[src/rtl/reboot_pkg.sv]
// Shared types and constants for the target-MCU reboot sequencer.
// Imported by the arbiter and the sequencer top.
package reboot_pkg;

    typedef enum logic [2:0] {
        ST_IDLE,
        ST_ASSERT,
        ST_PWR_OFF,
        ST_PWR_ON,
        ST_HOLDOFF
    } state_e;

    localparam int CAUSE_TC  = 0;
    localparam int CAUSE_WDT = 1;
    localparam int CAUSE_SW  = 2;
    localparam int CAUSE_UV  = 3;

    localparam int N_SRC_DEF = 4;

    // Telecommand and undervoltage reboots remove power; the others are warm.
    localparam logic [N_SRC_DEF-1:0] PWR_MASK_DEF = 4'b1001;

    localparam int CNT_W = 8;

    function automatic int max3(input int a, input int b, input int c);
        int m;
        m = (a > b) ? a : b;
        return (m > c) ? m : c;
    endfunction

endpackage

[src/rtl/reboot_prio_arb.sv]
// Lowest-index-wins one-hot picker; all-zero input gives all-zero output.
// Purely combinational.
module reboot_prio_arb
    import reboot_pkg::*;
#(
    parameter int N = N_SRC_DEF
) (
    input  logic [N-1:0] req_i,
    output logic [N-1:0] gnt_o
);

    // Two's-complement trick isolates the lowest set bit.
    assign gnt_o = req_i & (~req_i + N'(1));

endmodule

[src/rtl/reboot_sequencer.sv]
// Arbitrates reboot requests and sequences reset / power of the target MCU,
// followed by a holdoff window; reports last cause and a saturating count.
module reboot_sequencer
    import reboot_pkg::*;
#(
    parameter int              N_SRC          = N_SRC_DEF,
    parameter int              RST_CYCLES     = 16,
    parameter int              PWR_OFF_CYCLES = 64,
    parameter int              HOLDOFF_CYCLES = 256,
    parameter logic [N_SRC-1:0] PWR_MASK      = N_SRC'(PWR_MASK_DEF)
) (
    input  logic             clk,
    input  logic             rst,
    input  logic [N_SRC-1:0] req_i,
    input  logic             cnt_clr_i,
    output logic [N_SRC-1:0] ack_o,
    output logic             target_rst_n_o,
    output logic             target_pwr_en_o,
    output logic             busy_o,
    output logic [N_SRC-1:0] last_cause_o,
    output logic [CNT_W-1:0] reboot_cnt_o
);

    localparam int MAXC = max3(RST_CYCLES, PWR_OFF_CYCLES, HOLDOFF_CYCLES);
    localparam int CW   = $clog2(MAXC) + 1;

    localparam logic [CW-1:0] LD_RST  = CW'(RST_CYCLES - 1);
    localparam logic [CW-1:0] LD_POFF = CW'(PWR_OFF_CYCLES - 1);
    localparam logic [CW-1:0] LD_HOLD = CW'(HOLDOFF_CYCLES - 1);
    localparam logic [CW-1:0] TMR_ONE = CW'(1);

    state_e             state_q;
    logic [CW-1:0]      tmr_q;
    logic [N_SRC-1:0]   pend_q;
    logic [N_SRC-1:0]   pend_d;
    logic [N_SRC-1:0]   ack_q;
    logic [N_SRC-1:0]   cause_q;
    logic               rst_n_q;
    logic               pwr_en_q;
    logic               busy_q;
    logic [CNT_W-1:0]   cnt_q;
    logic [CNT_W-1:0]   cnt_d;

    logic [N_SRC-1:0]   cand;
    logic [N_SRC-1:0]   pick;
    logic [N_SRC-1:0]   grant;
    logic               start;
    logic               tmr_done;

    assign cand = pend_q | req_i;

    reboot_prio_arb #(
        .N(N_SRC)
    ) u_arb (
        .req_i(cand),
        .gnt_o(pick)
    );

    assign start    = (state_q == ST_IDLE) && (|cand);
    assign grant    = start ? pick : '0;
    assign tmr_done = (tmr_q == '0);

    // Anything not granted this cycle stays latched, including re-requests.
    assign pend_d = cand & ~grant;

    always_comb begin
        cnt_d = cnt_q;
        if (cnt_clr_i) begin
            cnt_d = start ? CNT_W'(1) : '0;
        end else if (start && (cnt_q != '1)) begin
            cnt_d = cnt_q + CNT_W'(1);
        end
    end

    always_ff @(posedge clk) begin
        if (rst) begin
            state_q  <= ST_IDLE;
            tmr_q    <= '0;
            pend_q   <= '0;
            ack_q    <= '0;
            cause_q  <= '0;
            rst_n_q  <= 1'b1;
            pwr_en_q <= 1'b1;
            busy_q   <= 1'b0;
            cnt_q    <= '0;
        end else begin
            pend_q <= pend_d;
            cnt_q  <= cnt_d;
            ack_q  <= '0;
            unique case (state_q)
                ST_IDLE: begin
                    if (start) begin
                        state_q <= ST_ASSERT;
                        tmr_q   <= LD_RST;
                        ack_q   <= grant;
                        cause_q <= grant;
                        rst_n_q <= 1'b0;
                        busy_q  <= 1'b1;
                    end
                end
                ST_ASSERT: begin
                    if (!tmr_done) begin
                        tmr_q <= tmr_q - TMR_ONE;
                    end else if (|(PWR_MASK & cause_q)) begin
                        state_q  <= ST_PWR_OFF;
                        tmr_q    <= LD_POFF;
                        pwr_en_q <= 1'b0;
                    end else begin
                        state_q <= ST_HOLDOFF;
                        tmr_q   <= LD_HOLD;
                        rst_n_q <= 1'b1;
                    end
                end
                ST_PWR_OFF: begin
                    if (!tmr_done) begin
                        tmr_q <= tmr_q - TMR_ONE;
                    end else begin
                        state_q  <= ST_PWR_ON;
                        tmr_q    <= LD_RST;
                        pwr_en_q <= 1'b1;
                    end
                end
                ST_PWR_ON: begin
                    if (!tmr_done) begin
                        tmr_q <= tmr_q - TMR_ONE;
                    end else begin
                        state_q <= ST_HOLDOFF;
                        tmr_q   <= LD_HOLD;
                        rst_n_q <= 1'b1;
                    end
                end
                ST_HOLDOFF: begin
                    if (!tmr_done) begin
                        tmr_q <= tmr_q - TMR_ONE;
                    end else begin
                        state_q <= ST_IDLE;
                        tmr_q   <= '0;
                        busy_q  <= 1'b0;
                    end
                end
                default: begin
                    state_q <= ST_IDLE;
                end
            endcase
        end
    end

    assign ack_o           = ack_q;
    assign target_rst_n_o  = rst_n_q;
    assign target_pwr_en_o = pwr_en_q;
    assign busy_o          = busy_q;
    assign last_cause_o    = cause_q;
    assign reboot_cnt_o    = cnt_q;

endmodule

[config.mk]
export PLATFORM = sky130hd
export DESIGN_NAME = reboot_sequencer
export DESIGN_NICKNAME = d
export VERILOG_FILES = /design/src/rtl/reboot_pkg.sv /design/src/rtl/reboot_prio_arb.sv /design/src/rtl/reboot_sequencer.sv
export SDC_FILE = /design/constraint.sdc
export NUM_CORES = 1
export LEC_CHECK = 0
export ABC_AREA = 0
export CAP_MARGIN = 20
export CORE_ASPECT_RATIO = 0.8
export CORE_MARGIN = 5
export CORE_UTILIZATION = 40
export CTS_BUF_LIST = sky130_fd_sc_hd__clkbuf_8
export CTS_CLUSTER_SIZE = 25
export DETAILED_ROUTE_END_ITERATION = 8
export DONT_BUFFER_PORTS = 1
export SYNTH_ARGS = -nofsm -noshare
export SYNTH_HDL_FRONTEND = slang
export SYNTH_SLANG_ARGS = --single-unit
[constraint.sdc]
create_clock -name clk -period 3.96 [get_ports clk]
set_input_delay 0.396 -clock clk [delete_from_list [all_inputs] [get_ports clk]]
set_output_delay 0.396 -clock clk [all_outputs]
set_load 0.1 [all_outputs]
* After elaboration in Yosys (flattened, before gate mapping)
Cells that the tools add are included.
** Storage, ports and cells
- Bits in registers :: 35
- Bits of input ports :: 7
- Output and inout port bits :: 19
- Word-level logic and storage cells :: 78
** Cells by class
- Add/subtract/negate cells :: 3
- Equal/unequal tests :: 12
- Muxes and demuxes :: 29
- Bitwise operators :: 7
- Reduce and logical (&&, ||, !) cells :: 18
** Operator list (count)
- $mux W9 :: 5
- $pmux W9 S5 :: 1
- $mux W8 :: 3
- $mux W3 :: 6
- $pmux W3 S5 :: 1
- $ne A2 B2 Y1 const B :: 7
- $reduce_and A5 Y1 :: 2
- $logic_not A9 Y1 :: 1
- $mux W1 :: 9
- $sub A9 B1 Y9 const B :: 1
- $add A8 B1 Y8 const B :: 1
- $and A4 B4 Y4 :: 2
- $ne A8 B8 Y1 const B :: 1
- $not A4 Y4 :: 2
- $eq A3 B2 Y1 const B :: 2
- $reduce_bool A2 Y1 :: 3
- $reduce_bool A5 Y1 :: 1
- $add A4 B1 Y4 const B :: 1
- $mux W4 :: 1
- $or A4 B4 Y4 :: 1
- $pmux W1 S2 :: 2
- $reduce_and A2 Y1 :: 2
- $reduce_and A4 Y1 :: 1
- $reduce_or A4 Y1 :: 1
- other kinds (10) :: 12

* Logic depth before layout (Yosys ltp)
- Depth in word-level cells :: 7
- Mapped depth :: 7
- Gate-level depth less buffers :: 6

* Modules after synthesis
A second synthesis with hierarchy kept.
** Unflattened totals
- Cells, all modules :: 229
- Area total of the unflattened synthesis :: 1966.9 um^2
** By module, submodules not included
- reboot_sequencer :: instances 1, cells each 225, area each 1930.6 um^2, seq. area each 700.7 um^2
- reboot_prio_arb :: instances 1, cells each 4, area each 36.3 um^2, seq. area each 0.0 um^2

* Least setup slack after synthesis
No wires, ideal clock.
- Kind :: reg-to-reg
- Start point :: register cnt_q[1] (netlist: reboot_cnt_o[1])
- End point :: register cnt_q[0] (netlist: reboot_cnt_o[0])
- Library setup time :: 0.087 ns
- Arrival :: 2.197 ns
- Data required time :: 3.873 ns
- Setup slack :: 1.676 ns
- Cell stages (with the launch flop) :: 6
- Buffers on the path :: 0
- Period minus slack after synthesis :: 2.284 ns
- Path through :: dfxtp_1 > ha_1 > nand3_1 > or2_2 > a2111o_1 > o31ai_1
** On the way
- Longest elaborated chain between the ends :: 3
** Ends and longest elaborated chain
- start: declaration :: line reboot_sequencer.sv:41 : logic [CNT_W-1:0] cnt_q;
- start signal: assignment :: line reboot_sequencer.sv:88 : cnt_q <= cnt_d;
- $ne A8 B8 Y1 :: line reboot_sequencer.sv:70 : end else if (start && (cnt_q != '1)) begin
- $logic_and A1 B1 Y1 :: line reboot_sequencer.sv:70
- $reduce_bool A2 Y1 (no source line)
Every way passes these cells.
A chain may end at the register's enable or synchronous reset.

* Worst setup path after layout
- Start point :: register cnt_q[3] (netlist: reboot_cnt_o[3])
- End point :: register cnt_q[0] (netlist: reboot_cnt_o[0])
The elaborated chain is that of the path after synthesis.

==> out/qor.txt <==
Clk root buf: clkbuf_8
Worst-Margin Slew: 1.10 ns
Critical path's top delay family: flip-flops
Fin util: 44.3%
Sink Count: 35
Worst vdd ir: 0.000383 V
Die ar.: 0.00611 mm2
Nets: 217
CORE AREA: 0.00454 mm2
Async S/R FF share, synth: 0%
Final Setup Violations: 0
Max Cap Viol: 0
R2R setup slack: 1.63 ns
Layout area overhead: 8.43%
# Post-CTS Setup Buffers: 0
CTS tree: built
Worst setup startpoint: reboot_cnt_o[3]
Slew Limit Fails: 0
Fillers: 456
Worst Reg-to-Reg Cells: 4
Crit path capture type: flop
# diodes: 0
Post-synth EDFFs: 0
Die span in y: 70.9 um
Layout cells sized above 1: 14.9%
Htree depth: 2
Crit-path cells: nand4_1 > or2_2 > a2111o_1 > o31ai_1
Worst EP required: 4.17 ns
Hold Path End: state_q[2]
Status: completed
Top cells by area, synth: dfxtp_1 (38%), a21oi_1 (4.3%), nor2_1 (3.4%)
Syn avg cell area: 9.05 um2
Class of the worst hold path: input pin to flop
Per-cell routed wire length: 16.2 um
Seq cells post-synth: 35
Skew final: 0.00607 ns
Peak Freq: 429 MHz
Worst-Skew Late Latency: 0.28 ns
Area leader, netlist: dfxtp_1
Vias in the first global route: 1404
Power per cell area: 738 mW/mm2
Sequential area share after synthesis: 37.8%
Pre-CTS setup slack: 1.64 ns
Ys flop type: dfxtp_1
DR iter-0 viols: 117
PostCTS Resize Cnt: 0
Cells after synthesis: 205
Leak: 0.711 nW
Final Non-Filler Cells: 268
GP Congestion: 0.822
FP Rows: 22
Crit Path Class: flop to flop
Total GRT Usage: 15.1%
Final setup margin: 1.63 ns
Total Power: 0.00148 W
CP max FO: 7
Vias per cell: 5.89
Netlist Area Pre-Place: 0.00185 mm2
GRT overflow: 0
Mapped Nets: 215
Placed cell count: 260
Detailed-route DRC error count: 0
Starting density of the core: 40.8%
Tcrit/Tclk final: 58.9%
DP Wirelength: 3110 um
RR Startpoint: reboot_cnt_o[3]
CTS Hold Bufs: 0
DRT Pass-1 Iters: 4
Hold path depth: 1
Yosys warns: 0
Die X: 86.1 um
Dominant cell by count in the synthesized netlist: dfxtp_1
CTS Buf Count: 5
Worst Path Buf+Inv: 0
Tmin final: 2.33 ns
Critical Path Start Type: flop
FF-to-FF End: reboot_cnt_o[0]
Clk slew on worst S/H paths: 0.07 ns
Synth cell count leaders: dfxtp_1 (35), nor2_1 (17), a21oi_1 (16)
Yosys cell types: 60
Clock buffer depth: 2
Final WL: 4340 um
Critical Path AT: 2.54 ns
Fin Setup TNS: 0 ns
Vias post-DR: 1579
Slowest cell on the critical path: dfxtp_1
Hold_sp: rst
Port-buffer cells: 0
Largest net degree at the start of global routing: 35
Post-synth top area share: 37.8%
Max_slew headroom: 26.7%
RSZ-0062 raised after global routing: false
Io pins: 26
First-pass GRT wire length: 7390 um
Max incr delay on CP: 1.06 ns
Initial antenna violation count: 0
Post-DRT Antenna Nets: 0
Hold Vio Cnt, Final: 0
[placed cells by master (no fill, tap or decap), drive strengths merged, types with 3 or more instances in the layout]
cell / Yosys / final
dfxtp: 35 / 35
nor2: 17 / 17
a21oi: 17 / 17
nand2: 12 / 12
nand3: 10 / 10
nor3: 9 / 9
inv: 6 / 7
clkbuf: 4 / 7
o21ai: 7 / 7
buf: 7 / 6
or4: 6 / 6
a211oi: 5 / 5
nor4: 5 / 5
or3: 5 / 5
o31ai: 5 / 5
or2: 4 / 4
o41ai: 4 / 4
nor3b: 3 / 3
nand4: 3 / 3
a21o: 3 / 3
ha: 3 / 3
o32ai: 3 / 3
[registers in the layout, indices dropped and copies added, names as in the netlist]
register / flops
tmr_q: 9
reboot_cnt_o: 8
ack_o: 4
last_cause_o: 4
pend_q: 4
state_q: 3
busy_o: 1
target_pwr_en_o: 1
target_rst_n_o: 1
[metal layers]
layer | vias to the layer above | GRT usage (%) | wire length (um)
met3 | 4 | 5.59 | 285
met5 | - | 0 | 0
met2 | 32 | 20.7 | 1820
met4 | 0 | 5.27 | 34
li1 | 800 | - | -
met1 | 743 | 21.5 | 2200
[metrics by stage]
step	hold slack (ns)	cell area, um2
4_1_cts	0.168	2010
3_3_place_gp	0.468	1910
5_1_grt	0.158	2010
3_5_place_dp	0.469	1910
2_1_floorplan	0.445	1850
6_report	0.175	2010
[kinds of logic after synthesis]
family	after synthesis	share of synthesized area, %
mux	2	1.08
flops	35	37.8
simple gates	83	25.8
buf+inv	17	4.66
fa+ha+maj	3	2.02
compound gates	65	28.6
[cell type report]
class	instances	area, um2	area share, %
Inverter	6	22.5	1.12
Clock inverter	1	3.75	0.187
Tap cell	60	75.1	3.73
Multi-Input combinational cell	153	1070	53.1
Clock buffer	7	96.3	4.79
Timing Repair Buffer	6	45.0	2.24
Sequential cell	35	701	34.8
[worst max path at each step]
stage	end	slack (ns)	cells after the start
6_report	reboot_cnt_o[0]	1.63	4
2_1_floorplan	reboot_cnt_o[0]	1.68	5
5_1_grt	reboot_cnt_o[2]	1.45	4
3_5_place_dp	reboot_cnt_o[0]	1.64	4
3_3_place_gp	reboot_cnt_o[0]	1.67	4
4_1_cts	reboot_cnt_o[0]	1.63	4
[report_power, final]
group | switching [W] | leakage (nW) | internal, W | total, W
Clock | 0.000129 | 0.0557 | 0.000156 | 0.000285
Sequential | 0.000219 | 0.287 | 0.000420 | 0.000639
Combinational | 0.000366 | 0.369 | 0.000194 | 0.000560
Note: power is estimated with default switching activity, not from simulation.
